### config.mk
export PLATFORM = sky130hd
export DESIGN_NAME = trap_ctrl
export DESIGN_NICKNAME = d
export VERILOG_FILES = /design/src/rtl/trap_pkg.sv /design/src/rtl/trap_prio_enc.sv /design/src/rtl/trap_ctrl.sv
export SDC_FILE = /design/constraint.sdc
export NUM_CORES = 1
export LEC_CHECK = 0
export ABC_AREA = 1
export CAP_MARGIN = 10
export CORE_MARGIN = 2
export CORE_UTILIZATION = 45
export CTS_CLUSTER_SIZE = 8
export DETAILED_ROUTE_END_ITERATION = 8
export DONT_BUFFER_PORTS = 1
export PLACE_DENSITY = 0.57
export SLEW_MARGIN = 15
export SYNTH_ARGS = -nofsm -noshare
export SYNTH_HDL_FRONTEND = slang
export SYNTH_SLANG_ARGS = --single-unit
### constraint.sdc
create_clock -name clk -period 2.95 [get_ports clk]
set_clock_uncertainty 0.15 [all_clocks]
set_input_delay 0.4425 -clock clk [delete_from_list [all_inputs] [get_ports clk]]
set_output_delay 0.4425 -clock clk [all_outputs]
set_load 0.05 [all_outputs]
### src/rtl/trap_pkg.sv
// trap_pkg: shared state encoding and mcause constants for the trap sequencer.
package trap_pkg;
  typedef enum logic [2:0] {
    IDLE,
    TRAP,
    FLUSH,
    REDIRECT,
    HANDLER,
    RET_FLUSH,
    RET_REDIRECT
  } trap_state_t;
  localparam logic [31:0] CAUSE_STACK    = 32'h0000_0018;
  localparam logic [31:0] CAUSE_ECALL    = 32'h0000_000B;
  localparam logic [31:0] CAUSE_UART_IRQ = 32'h8000_000B;
  localparam logic [1:0]  MTVEC_VECTORED = 2'b01;
endpackage

### src/rtl/trap_prio_enc.sv
// trap_prio_enc: picks the highest-priority pending trap source and its mcause.
module trap_prio_enc
  import trap_pkg::*;
#(
  parameter int XLEN = 32
) (
  input  logic            stack,
  input  logic            ecall,
  input  logic            irq,
  input  logic            ex_valid,
  input  logic            mstatus_mie,
  input  logic            mie_meie,
  output logic            take,
  output logic [XLEN-1:0] cause
);
  logic ecall_ok, irq_ok;
  assign ecall_ok = ecall & ex_valid;
  assign irq_ok   = irq & mstatus_mie & mie_meie & ex_valid;
  assign take     = stack | ecall_ok | irq_ok;
  // interrupt flag is always the top bit regardless of XLEN
  assign cause = stack    ? XLEN'(CAUSE_STACK) :
                 ecall_ok ? XLEN'(CAUSE_ECALL) :
                            {1'b1, (XLEN-1)'(CAUSE_UART_IRQ[30:0])};
endmodule

### src/rtl/trap_ctrl.sv
// trap_ctrl: trap entry/return sequencer driving the CSR capture strobe and pipeline flush/redirect.
module trap_ctrl
  import trap_pkg::*;
#(
  parameter int XLEN         = 32,
  parameter int FLUSH_CYCLES = 2
) (
  input  logic            clk,
  input  logic            rst,
  input  logic            ex_valid,
  input  logic [XLEN-1:0] ex_pc,
  input  logic            ecall,
  input  logic            mret,
  input  logic            stack_mismatch,
  input  logic            uart_irq,
  input  logic            mstatus_mie,
  input  logic            mie_meie,
  input  logic [XLEN-1:0] mtvec,
  input  logic [XLEN-1:0] mepc,
  output logic            trigger_trap,
  output logic [XLEN-1:0] cause,
  output logic [XLEN-1:0] epc,
  output logic            stall,
  output logic            flush,
  output logic            redirect,
  output logic [XLEN-1:0] redirect_pc,
  output logic            trapping
);
  trap_state_t     state, nxt;
  logic [2:0]      cnt;
  logic            pending_sm, take;
  logic [XLEN-1:0] enc_cause, cause_q, epc_q, base, target;
  trap_prio_enc #(.XLEN(XLEN)) u_enc (
    .stack       (stack_mismatch | pending_sm),
    .ecall       (ecall),
    .irq         (uart_irq),
    .ex_valid    (ex_valid),
    .mstatus_mie (mstatus_mie),
    .mie_meie    (mie_meie),
    .take        (take),
    .cause       (enc_cause)
  );
  always_ff @(posedge clk or posedge rst) begin
    if (rst) begin
      state      <= IDLE;
      cnt        <= '0;
      pending_sm <= 1'b0;
      cause_q    <= '0;
      epc_q      <= '0;
    end else begin
      state <= nxt;
      if (state == TRAP) cnt <= 3'(FLUSH_CYCLES - 1);
      else if (state == FLUSH && cnt != 0) cnt <= cnt - 3'd1;
      if (state == IDLE && take) begin
        cause_q <= enc_cause;
        epc_q   <= ex_pc;
      end
      // a stack trap taken from IDLE consumes the pending flag
      if (state == IDLE && take && enc_cause == XLEN'(CAUSE_STACK)) pending_sm <= 1'b0;
      else if (state != IDLE && stack_mismatch) pending_sm <= 1'b1;
    end
  end
  always_comb begin
    nxt = state;
    case (state)
      IDLE:         nxt = take ? TRAP : IDLE;
      TRAP:         nxt = FLUSH;
      FLUSH:        nxt = cnt == 0 ? REDIRECT : FLUSH;
      REDIRECT:     nxt = HANDLER;
      HANDLER:      nxt = mret & ex_valid ? RET_FLUSH : HANDLER;
      RET_FLUSH:    nxt = RET_REDIRECT;
      RET_REDIRECT: nxt = IDLE;
      default:      nxt = IDLE;
    endcase
  end
  assign base   = {mtvec[XLEN-1:2], 2'b00};
  assign target = base + ((mtvec[1:0] == MTVEC_VECTORED && cause_q[XLEN-1]) ?
                          XLEN'({cause_q[4:0], 2'b00}) : '0);
  always_comb begin
    trigger_trap = state == TRAP;
    cause        = state == TRAP ? cause_q : '0;
    epc          = state == TRAP ? epc_q : '0;
    stall        = state inside {TRAP, FLUSH, REDIRECT, RET_FLUSH};
    flush        = state inside {FLUSH, RET_FLUSH};
    redirect     = state inside {REDIRECT, RET_REDIRECT};
    redirect_pc  = state == REDIRECT ? target : state == RET_REDIRECT ? mepc : '0;
    trapping     = state inside {HANDLER, RET_FLUSH};
  end
endmodule

==> impl_metrics.py, run 1 <==
metrics = {
    "clocking": {
        "numCtsBuffers": 5,
        "h-tree-depth": 2,
        "clock-root-buffer": "clkbuf_8",
        "clk_pin_slew_ns": 0.09,
        "cts_sinks": 43,
        "clk_latency_ns": 0.30,
        "cts_tree": "built",
        "clock_path_buffers": 2,
    },
    "floorplanning": {
        "num_io_pins": 206,
        "dieArea_um2": 8626,
        "rows": 32,
        "start_util": 0.4624,
        "coreArea_um2": 7687,
        "dieWidth_um": 92.88,
        "die_h_um": 92.88,
    },
    "placed_design": {
        "port_buffers": 0,
        "place_inst": 721,
        "place_ws_ns": 0.08219,
        "place_congestion": 0.9472,
        "dpl-instance-area_um2": 4202,
        "dpl.hpwl_um": 8324,
    },
    "final_layout": {
        "layout.nets": 745,
        "fin_util": 0.6030,
        "final_common_cell": "nand2_1",
        "area_delta_synth_final_pct": 30.41,
        "diodes": 0,
        "postLayoutCellArea_um2": 4636,
        "drive_gt1_frac": 0.2693,
        "n_fill_cell": 780,
        "instances_no_fill": 737,
        "most-common-layout-cells": "145 x nand2_1, 77 x inv_1, 67 x nor2_1",
    },
    "power": {
        "switching_power_mw": 2.390,
        "p_per_area_nw_per_um2": 921.5,
        "power.leakage_nw": 2.377,
        "internal_power_mw": 1.882,
        "vdd_drop_max_uv": 655.4,
        "switching_share": 0.5595,
        "p_seq_frac": 0.227,
        "comb_power_share": 0.685,
        "clockPowerShare": 0.088,
    },
    "critical_path": {
        "cp_slowest_stage_delay_ns": 0.42,
        "cp.required_ns": 2.36,
        "end_kind": "output port",
        "path_max_fanout": 5,
        "crit_chain": "nand3_4, nor2_4, ha_4, nand2_4, nor2_4, nand3_2, o21ai_4, and3_4, nand2_1, nand2_1, nand2_2, nand2_2, buf_12",
        "cp.arrival_ns": 2.29,
        "crit_path_start_kind": "flop",
        "crit_family": "simple AND/OR/NAND/NOR gates",
        "path_class": "flop to output port",
        "crit_buf_inv": 1,
        "critPathSlowestCell": "dfrtp_1",
    },
    "sta": {
        "fmax_mhz": 346.4,
        "layout_setup_ws_ns": 0.06330,
        "post-route-min-period_ns": 2.887,
        "finalCritPeriodShare": 0.9785,
        "worst_pin_slew_ns": 0.6037,
        "slew_violations": 0,
        "final_hold_viol_count": 0,
        "rsz0062_at_grt": "true",
        "final-setup-viol-count": 0,
        "maxSlewHeadroom": 0.5970,
        "timing.hold.ws_ns": 0.01233,
    },
    "logic_synthesis": {
        "syn_area_per_cell_um2": 6.303,
        "synth_top_cell_by_area": "dfrtp_1",
        "synth.area.top_cells": "dfrtp_1 30%, nand2_1 18%, inv_1 8.4%, nor2_1 7.7%, buf_4 7.0%",
        "syn_area_um2": 3555,
        "syn-instance-count": 564,
        "synth.distinct_cells": 37,
        "synth_edf_count": 0,
        "ys_seq_area_frac": 0.3027,
        "ys_warn_count": 0,
        "ys.flop_type": "dfrtp_1",
        "ys_seq_elements": 43,
        "synth_top_area_frac": 0.3027,
        "ys_async_sr_fraction": 1.000,
    },
    "run": {
        "maxCapViolations": 0,
    },
    "global_route": {
        "grt_pass1_wl_um": 16480,
        "grt_use_total": 0.2389,
        "grt_start_max_net_pins": 64,
        "grt-ovfl-total": 0,
        "grt_pass1_vias": 3476,
        "antenna_found_initial": 0,
    },
    "hold_path": {
        "hold_class": "primary input to asynchronous set/reset pin",
    },
    "route": {
        "antenna_left": 0,
        "vias": 3695,
        "drc": 0,
        "totalWireLength_um": 10670,
        "drt_iter0_markers": 172,
        "wl_per_cell_um": 14.47,
        "viasPerCell": 5.014,
        "dr.pass1.iters": 4,
    },
    "status": {
        "status": "finished clean",
    },
}
stage by stage:
step	setup TNS (ns)	total power, mW
4_1_cts	-0.005176	4.225
3_3_place_gp	0	3.771
5_1_grt	-0.3177	4.571
3_5_place_dp	0	3.819
6_report	0	4.272
2_1_floorplan	0	3.102
path summary, 6_finish.rpt:
check,from,to,slack (ns),depth (start not counted)
max,cause_q[31],redirect_pc[29],0.06,13
min,rst,epc_q[2],0.01,2
max reg2reg,state[0],epc_q[16],1.18,8
min reg2reg,cnt[0],cnt[0],0.35,1
max in group asynchronous,rst,epc_q[22],2.27,2
min in group clk,ex_pc[14],epc_q[14],0.12,2
power by group through the flow:
stage	Combinational (mW)	Sequential [mW]	Clock, mW
6_report	2.92	0.971	0.376
5_1_grt	3.17	1.00	0.404
4_1_cts	2.87	0.970	0.384
3_5_place_dp	2.84	0.982	0
3_3_place_gp	2.80	0.975	0
2_1_floorplan	2.15	0.954	0
repair_timing:
action                     in CTS  in global routing
hold buffers                    0                  0
resized for setup               8                 60
setup endpoints to repair      19                 22
pin swaps                       3                 24
buffers inserted                5                  4
per-layer routing:
metal / vias up / wire length (µm) / track usage
li1: 1838 / - / -
met4: 0 / 131 / 0.05637
met5: - / 0 / 0
met3: 17 / 878 / 0.06184
met2: 154 / 5335 / 0.4203
met1: 1686 / 4320 / 0.2920
registers in the layout, summed over array words and instances (netlist names):
| register | count |
|---|---|
| pending_sm | 1 |
| state | 3 |
| epc_q | 32 |
| cause_q | 4 |
| cnt | 3 |
cells in the mapped netlist (all sizes together) (2+ instances only):
library cell	n
nor3	10
buf	38
nor2	81
clkbuf	5
nand2	172
xnor2	4
nor4	3
nand3	26
and3	2
o22ai	2
dfrtp	43
inv	87
ha	5
o21ai	58
a21oi	12
a22o	2
nand4	9
area by class of cell:
type / count / area [µm²] / area share
tap: 102 / 127.6 / 0.02753
clock buffer: 5 / 68.82 / 0.01484
sequential: 43 / 1076 / 0.2321
clock inverter: 2 / 13.76 / 0.002969
inverter: 87 / 326.6 / 0.07045
timing repair buffer: 81 / 789.5 / 0.1703
multi-input combinational: 417 / 2233 / 0.4818
cells by family after synthesis:
group                    Yosys count  synth area share
AND/OR/NAND/NOR                  305            0.3724
XOR/XNOR                           5           0.01232
flip-flops                        43            0.3027
other                              1          0.001055
adder cells (fa/ha/maj)            5           0.01760
AO/OA/AOI/OAI                     75            0.1197
buffers and inverters            130            0.1742
No activity file was read; power rests on OpenSTA's default activity.
==> inputs of run 2 (changes only) <==
Settings changed: REMOVE_ABC_BUFFERS from default to 1.
==> run 2 against run 1 <==
Compared with the run above:
- first-iteration DRC count is 0.58% lower
- clock power rose by 4%
- hold slack gained 0.10 ns
- critical path depth is 2 lower
- final cell count rose by 0.27%
- largest power group unchanged
- maximum frequency rose by 0.90%
- utilization down 1.4 points
- clock-buffer cell count is the same
==> impl_metrics.py, run 2 (synthesis results as in run 1) <==
metrics = {
    "floorplanning": {
        "dieArea_um2": 8626,
        "start_util": 0.4624,
        "coreArea_um2": 7687,
        "die_h_um": 92.88,
        "num_io_pins": 206,
        "rows": 32,
        "dieWidth_um": 92.88,
    },
    "route": {
        "viasPerCell": 4.947,
        "vias": 3656,
        "dr.pass1.iters": 4,
        "wl_per_cell_um": 13.35,
        "antenna_left": 0,
        "drt_iter0_markers": 171,
        "totalWireLength_um": 9864,
        "drc": 0,
    },
    "clocking": {
        "cts_sinks": 43,
        "numCtsBuffers": 5,
        "cts_tree": "built",
        "h-tree-depth": 2,
        "clock_path_buffers": 2,
        "clk_pin_slew_ns": 0.09,
        "clock-root-buffer": "clkbuf_8",
        "clk_latency_ns": 0.29,
    },
    "sta": {
        "slew_violations": 0,
        "post-route-min-period_ns": 2.861,
        "fmax_mhz": 349.6,
        "final_hold_viol_count": 0,
        "tns_ns": 0,
        "timing.hold.ws_ns": 0.1156,
        "maxSlewHeadroom": 0.4791,
        "finalCritPeriodShare": 0.9698,
        "final-setup-viol-count": 0,
        "worst_pin_slew_ns": 0.7765,
        "rsz0062_at_grt": "true",
    },
    "final_layout": {
        "area_delta_synth_final_pct": 27.28,
        "largestRegisters": "epc_q: 32 flops, cause_q: 4 flops",
        "final_common_cell": "nand2_1",
        "regMostFlops": "epc_q",
        "diodes": 0,
        "most-common-layout-cells": "152 x nand2_1, 77 x inv_1, 68 x nor2_1",
        "layout.nets": 746,
        "drive_gt1_frac": 0.2496,
        "largest_register_ffs": 32,
    },
    "global_route": {
        "grt_start_max_net_pins": 37,
        "grt_use_total": 0.2182,
        "grt_pass1_wl_um": 15220,
        "antenna_found_initial": 0,
        "grt-ovfl-total": 0,
        "grt_pass1_vias": 3262,
    },
    "placed_design": {
        "port_buffers": 0,
        "place_congestion": 0.8599,
        "dpl.hpwl_um": 7805,
    },
    "critical_path": {
        "cp_slowest_stage_delay_ns": 0.42,
        "path_max_fanout": 6,
        "path_class": "flop to output port",
        "crit_chain": "nand3_4, nor2_2, ha_4, nand2_2, buf_4, o21ai_4, nand2_1, a21oi_1, o21ai_1, nand2_1, buf_4",
        "crit_path_start_kind": "flop",
        "cp.arrival_ns": 2.27,
        "critPathSlowestCell": "dfrtp_1",
        "end_kind": "output port",
        "cp.required_ns": 2.36,
    },
    "status": {
        "status": "finished clean",
    },
    "power": {
        "p_per_area_nw_per_um2": 932.9,
        "vdd_drop_max_uv": 594.2,
        "power.leakage_nw": 2.286,
        "total_power_mw": 4.221,
    },
    "run": {
        "maxCapViolations": 0,
    },
    "hold_path": {
        "hold_class": "primary input to flop",
    },
}
## run 2: changes by cell type in the layout (fill, tap and decap cells not counted), sizes merged
cell,before,now
clkinvlp,0,2
dlygate4sd3,0,1
clkinv,2,1
## run 2: repair_timing
action / 4_1_cts / 5_1_grt
hold buffers: 1 / 0
setup buffers: 4 / 3
pin swaps: 3 / 20
gates resized for setup: 7 / 41
setup endpoints to repair: 13 / 22
endpoints found under the hold margin: 21 / 0
## run 2: layout make-up
type / count / area (µm²)
clock buffer: 5 / 68.82
fill: 782 / 3163
inverter: 87 / 326.6
timing repair buffer: 82 / 765.7
sequential: 43 / 1076
clock inverter: 3 / 23.77
tap: 102 / 127.6
multi-input combinational: 417 / 2136
## run 2: worst paths after layout
check                            start               to  slack [ns]  depth (start not counted)
hold / removal               ex_pc[26]        epc_q[26]        0.12                          2
hold reg to reg             cause_q[3]       cause_q[3]        0.35                          2
setup reg to reg              state[0]        epc_q[15]        0.87                          8
min in group asynchronous          rst        epc_q[26]        0.48                          2
setup / recovery           cause_q[31]  redirect_pc[11]        0.09                         11
max in group asynchronous          rst        epc_q[13]        1.47                          3
## run 2: stage by stage
stage / setup WS (ns) / cells / instance area, µm² / util
final: 0.08918 / 739 / 4524 / 0.5885
after detailed placement: 0.1730 / 723 / 4177 / 0.5433
after CTS: -0.01089 / 736 / 4342 / 0.5648
after global routing: -0.06491 / 739 / 4524 / 0.5885
after global placement: 0.2244 / 723 / 4177 / 0.5433
after floorplan: -0.7103 / 547 / 3359 / -
## run 2: critical path, delay by kind of cell (launching register included)
kind,cells,cell delay [ns]
AND/OR/NAND/NOR,5,0.45
adder cells (fa/ha/maj),1,0.30
buffers and inverters,2,0.33
AO/OA/AOI/OAI,3,0.46
flip-flops,1,0.42
## run 2: routing by layer
| metal | wire length [µm] | global-route usage | vias up |
|---|---|---|---|
| li1 | - | - | 1839 |
| met1 | 4031 | 0.2731 | 1638 |
| met2 | 4773 | 0.3762 | 161 |
| met3 | 884 | 0.05777 | 18 |
| met4 | 175 | 0.04902 | 0 |
| met5 | 0 | 0 | - |
## run 2: where the power goes
part	total (mW)	internal, mW	switching (mW)
clock network	0.391	0.169	0.221
logic	2.87	0.824	2.04
registers	0.963	0.870	0.0931
==> inputs of run 3 (changes only) <==
Settings changed: ABC_AREA 1 to default, RECOVER_POWER from default to 100.
==> run 3 against run 2 <==
Compared with the run above:
- the flow now finishes with violations (negative setup slack)
- first-iteration DRC count shrank 50%
- synthesized cell count shrank 26%
- die area grew 0.24%
- cell area shrank 1.4%
- clock-buffer cell count grew 1
- register-to-register slack lost 0.70 ns
- clock power shrank 6.4%
- critical path depth shrank 2
- global-route usage grew 0.91 points
==> impl_metrics.py, run 3 <==
metrics = {
    "sta": {
        "worst_pin_slew_ns": 1.302,
        "final-setup-viol-count": 25,
        "post-route-min-period_ns": 3.146,
        "fmax_mhz": 317.8,
        "maxSlewHeadroom": 0.1319,
        "layout_setup_ws_ns": -0.1961,
        "finalCritPeriodShare": 1.066,
        "rsz0062_at_grt": "true",
        "final_hold_viol_count": 0,
        "slew_violations": 0,
    },
    "critical_path": {
        "r2r_start": "state[0]",
        "end_kind": "output port",
        "cp.required_ns": 2.36,
        "crit_buf_inv": 3,
        "crit_top_cell": "buf_6",
        "path_class": "flop to output port",
        "cp_slowest_stage_delay_ns": 0.42,
        "cp.arrival_ns": 2.55,
        "crit_path_start_kind": "flop",
        "crit_chain": "and4b_1, ha_4, nand3_2, buf_6, o31ai_4, buf_6, a41oi_1, a221o_1, buf_12",
        "critPathSlowestCell": "dfrtp_1",
        "startpoint": "cause_q[31]",
        "crit_family": "compound AO/OA/AOI/OAI gates",
        "path_max_fanout": 6,
    },
    "route": {
        "drc": 0,
        "totalWireLength_um": 10110,
        "antenna_left": 0,
        "viasPerCell": 5.829,
        "wl_per_cell_um": 17.67,
        "drt_iter0_markers": 85,
        "dr.pass1.iters": 4,
        "vias": 3334,
    },
    "logic_synthesis": {
        "synth.distinct_cells": 54,
        "synth_top_cell_by_area": "dfrtp_1",
        "ys_async_sr_fraction": 1.000,
        "synth.area.top_cells": "dfrtp_1 30%, mux2_2 10%, and2_1 7.0%, buf_4 5.9%, nand2_1 5.2%",
        "syn-instance-count": 420,
        "ys_seq_elements": 43,
        "syn_area_um2": 3563,
        "ys_warn_count": 0,
        "ys_seq_area_frac": 0.3020,
        "yosysMostFrequentCell": "nand2_1",
        "synth_edf_count": 0,
        "synth_top_cells_by_count": "49 x nand2_1, 43 x dfrtp_1, 40 x and2_1",
        "ys.flop_type": "dfrtp_1",
        "syn_area_per_cell_um2": 8.484,
        "synth_top_area_frac": 0.3020,
    },
    "status": {
        "violations": "negative setup slack",
        "status": "finished with violations",
    },
    "floorplanning": {
        "num_io_pins": 206,
        "start_util": 0.4635,
        "die_h_um": 92.99,
        "dieWidth_um": 92.99,
        "rows": 32,
        "dieArea_um2": 8646,
        "coreArea_um2": 7687,
    },
    "final_layout": {
        "n_fill_cell": 705,
        "layout.nets": 579,
        "ff_latch_area_um2": 1076,
        "final_common_cell": "nand2_1",
        "diodes": 0,
        "instances_no_fill": 572,
        "largestRegisters": "epc_q: 32 flops, cause_q: 4 flops",
        "largest_register_ffs": 32,
        "drive_gt1_frac": 0.2702,
        "multiInputGateArea_um2": 2350,
        "fin_util": 0.5804,
        "area_delta_synth_final_pct": 25.21,
        "most-common-layout-cells": "49 x nand2_1, 43 x dfrtp_1, 38 x and2_1",
        "regMostFlops": "epc_q",
    },
    "clocking": {
        "clk_pin_slew_ns": 0.09,
        "clk_latency_ns": 0.29,
        "h-tree-depth": 2,
        "cts_sinks": 43,
        "numCtsBuffers": 5,
        "cts_tree": "built",
        "clock_path_buffers": 2,
        "clock-root-buffer": "clkbuf_8",
    },
    "power": {
        "power.leakage_nw": 1.960,
        "total_power_mw": 4.242,
        "p_per_area_nw_per_um2": 950.8,
        "vdd_drop_max_uv": 877.3,
    },
    "global_route": {
        "grt_use_total": 0.2273,
        "grt_pass1_vias": 3228,
        "grt_start_max_net_pins": 37,
        "grt-ovfl-total": 0,
        "grt_pass1_wl_um": 16060,
        "antenna_found_initial": 0,
    },
    "placed_design": {
        "place_congestion": 0.9020,
        "port_buffers": 0,
        "place_inst": 552,
        "place_ws_ns": 0.02114,
        "dpl.hpwl_um": 7539,
    },
    "hold_path": {
        "hp-start": "ex_pc[24]",
        "hold_class": "primary input to flop",
    },
    "run": {
        "maxCapViolations": 0,
    },
}
[run 3: changes by cell type in the layout (fill, tap and decap cells not counted), moves of 21 or more]
cell	previous run	this run
buf_4	66	35
nor2_1	68	25
o211ai_1	0	21
o21ai_1	42	6
mux2_2	0	32
inv_1	77	7
nand2_1	152	49
and2_1	0	38
[run 3: kinds of logic (layout without fill, tap and decap cells)]
family	Yosys count	in the layout	synth area share
AND/OR/NAND/NOR	182	182	0.2749
AO/OA/AOI/OAI	88	88	0.1903
flip-flops	43	43	0.3020
other	1	27	0.001052
XOR/XNOR	5	5	0.01229
multiplexers	32	32	0.1011
buffers and inverters	64	88	0.1008
adder cells (fa/ha/maj)	5	5	0.01756
[run 3: final cells by class]
class	count	share of cell area
clock inverters	2	0.002804
repair buffers	72	0.1778
flip-flops and latches	43	0.2412
multi-input cells	339	0.5266
clock buffers	6	0.01626
inverters	8	0.006730
well taps	102	0.02860
[run 3: worst paths after layout]
| path | to | cells past startpoint | slack (ns) |
|---|---|---|---|
| worst max-delay path | redirect_pc[25] | 9 | -0.20 |
| worst min-delay path | epc_q[24] | 1 | 0.14 |
| worst max register to register | epc_q[13] | 5 | 0.17 |
| worst min register to register | epc_q[12] | 1 | 0.35 |
| max in group asynchronous | epc_q[23] | 3 | 0.64 |
| min in group asynchronous | cnt[0] | 2 | 0.45 |
[run 3: metrics by stage]
stage / area (µm²) / TNS (ns) / hold slack, ns
5_1_grt: 4462 / -10.60 / 0.1304
3_5_place_dp: 4170 / 0 / 0.2242
4_1_cts: 4453 / -2.286 / 0.1395
3_3_place_gp: 4170 / 0 / 0.2226
2_1_floorplan: 3332 / -10.63 / 0.2962
6_report: 4462 / -2.619 / 0.1437
[run 3: routing by layer]
metal  track usage  wire [µm]  vias up
li1              -          -     1578
met1        0.2710       3815     1568
met2        0.3979       5041      170
met3       0.06205       1031       18
met4       0.07108        221        0
met5             0          0        -
[run 3: power by group]
part	leakage [nW]	internal, mW	switching [mW]
Combinational	1.41	0.970	1.85
Clock	0.0412	0.166	0.200
Sequential	0.508	0.881	0.179
[run 3: timing repair]
item / 4_1_cts / 5_1_grt
pin swaps: 18 / 11
hold buffers: 1 / 0
cloned: 1 / 0
endpoints found under the hold margin: 18 / 0
setup endpoints to repair: 25 / 26
setup buffers: 8 / 2
resized for setup: 23 / 12
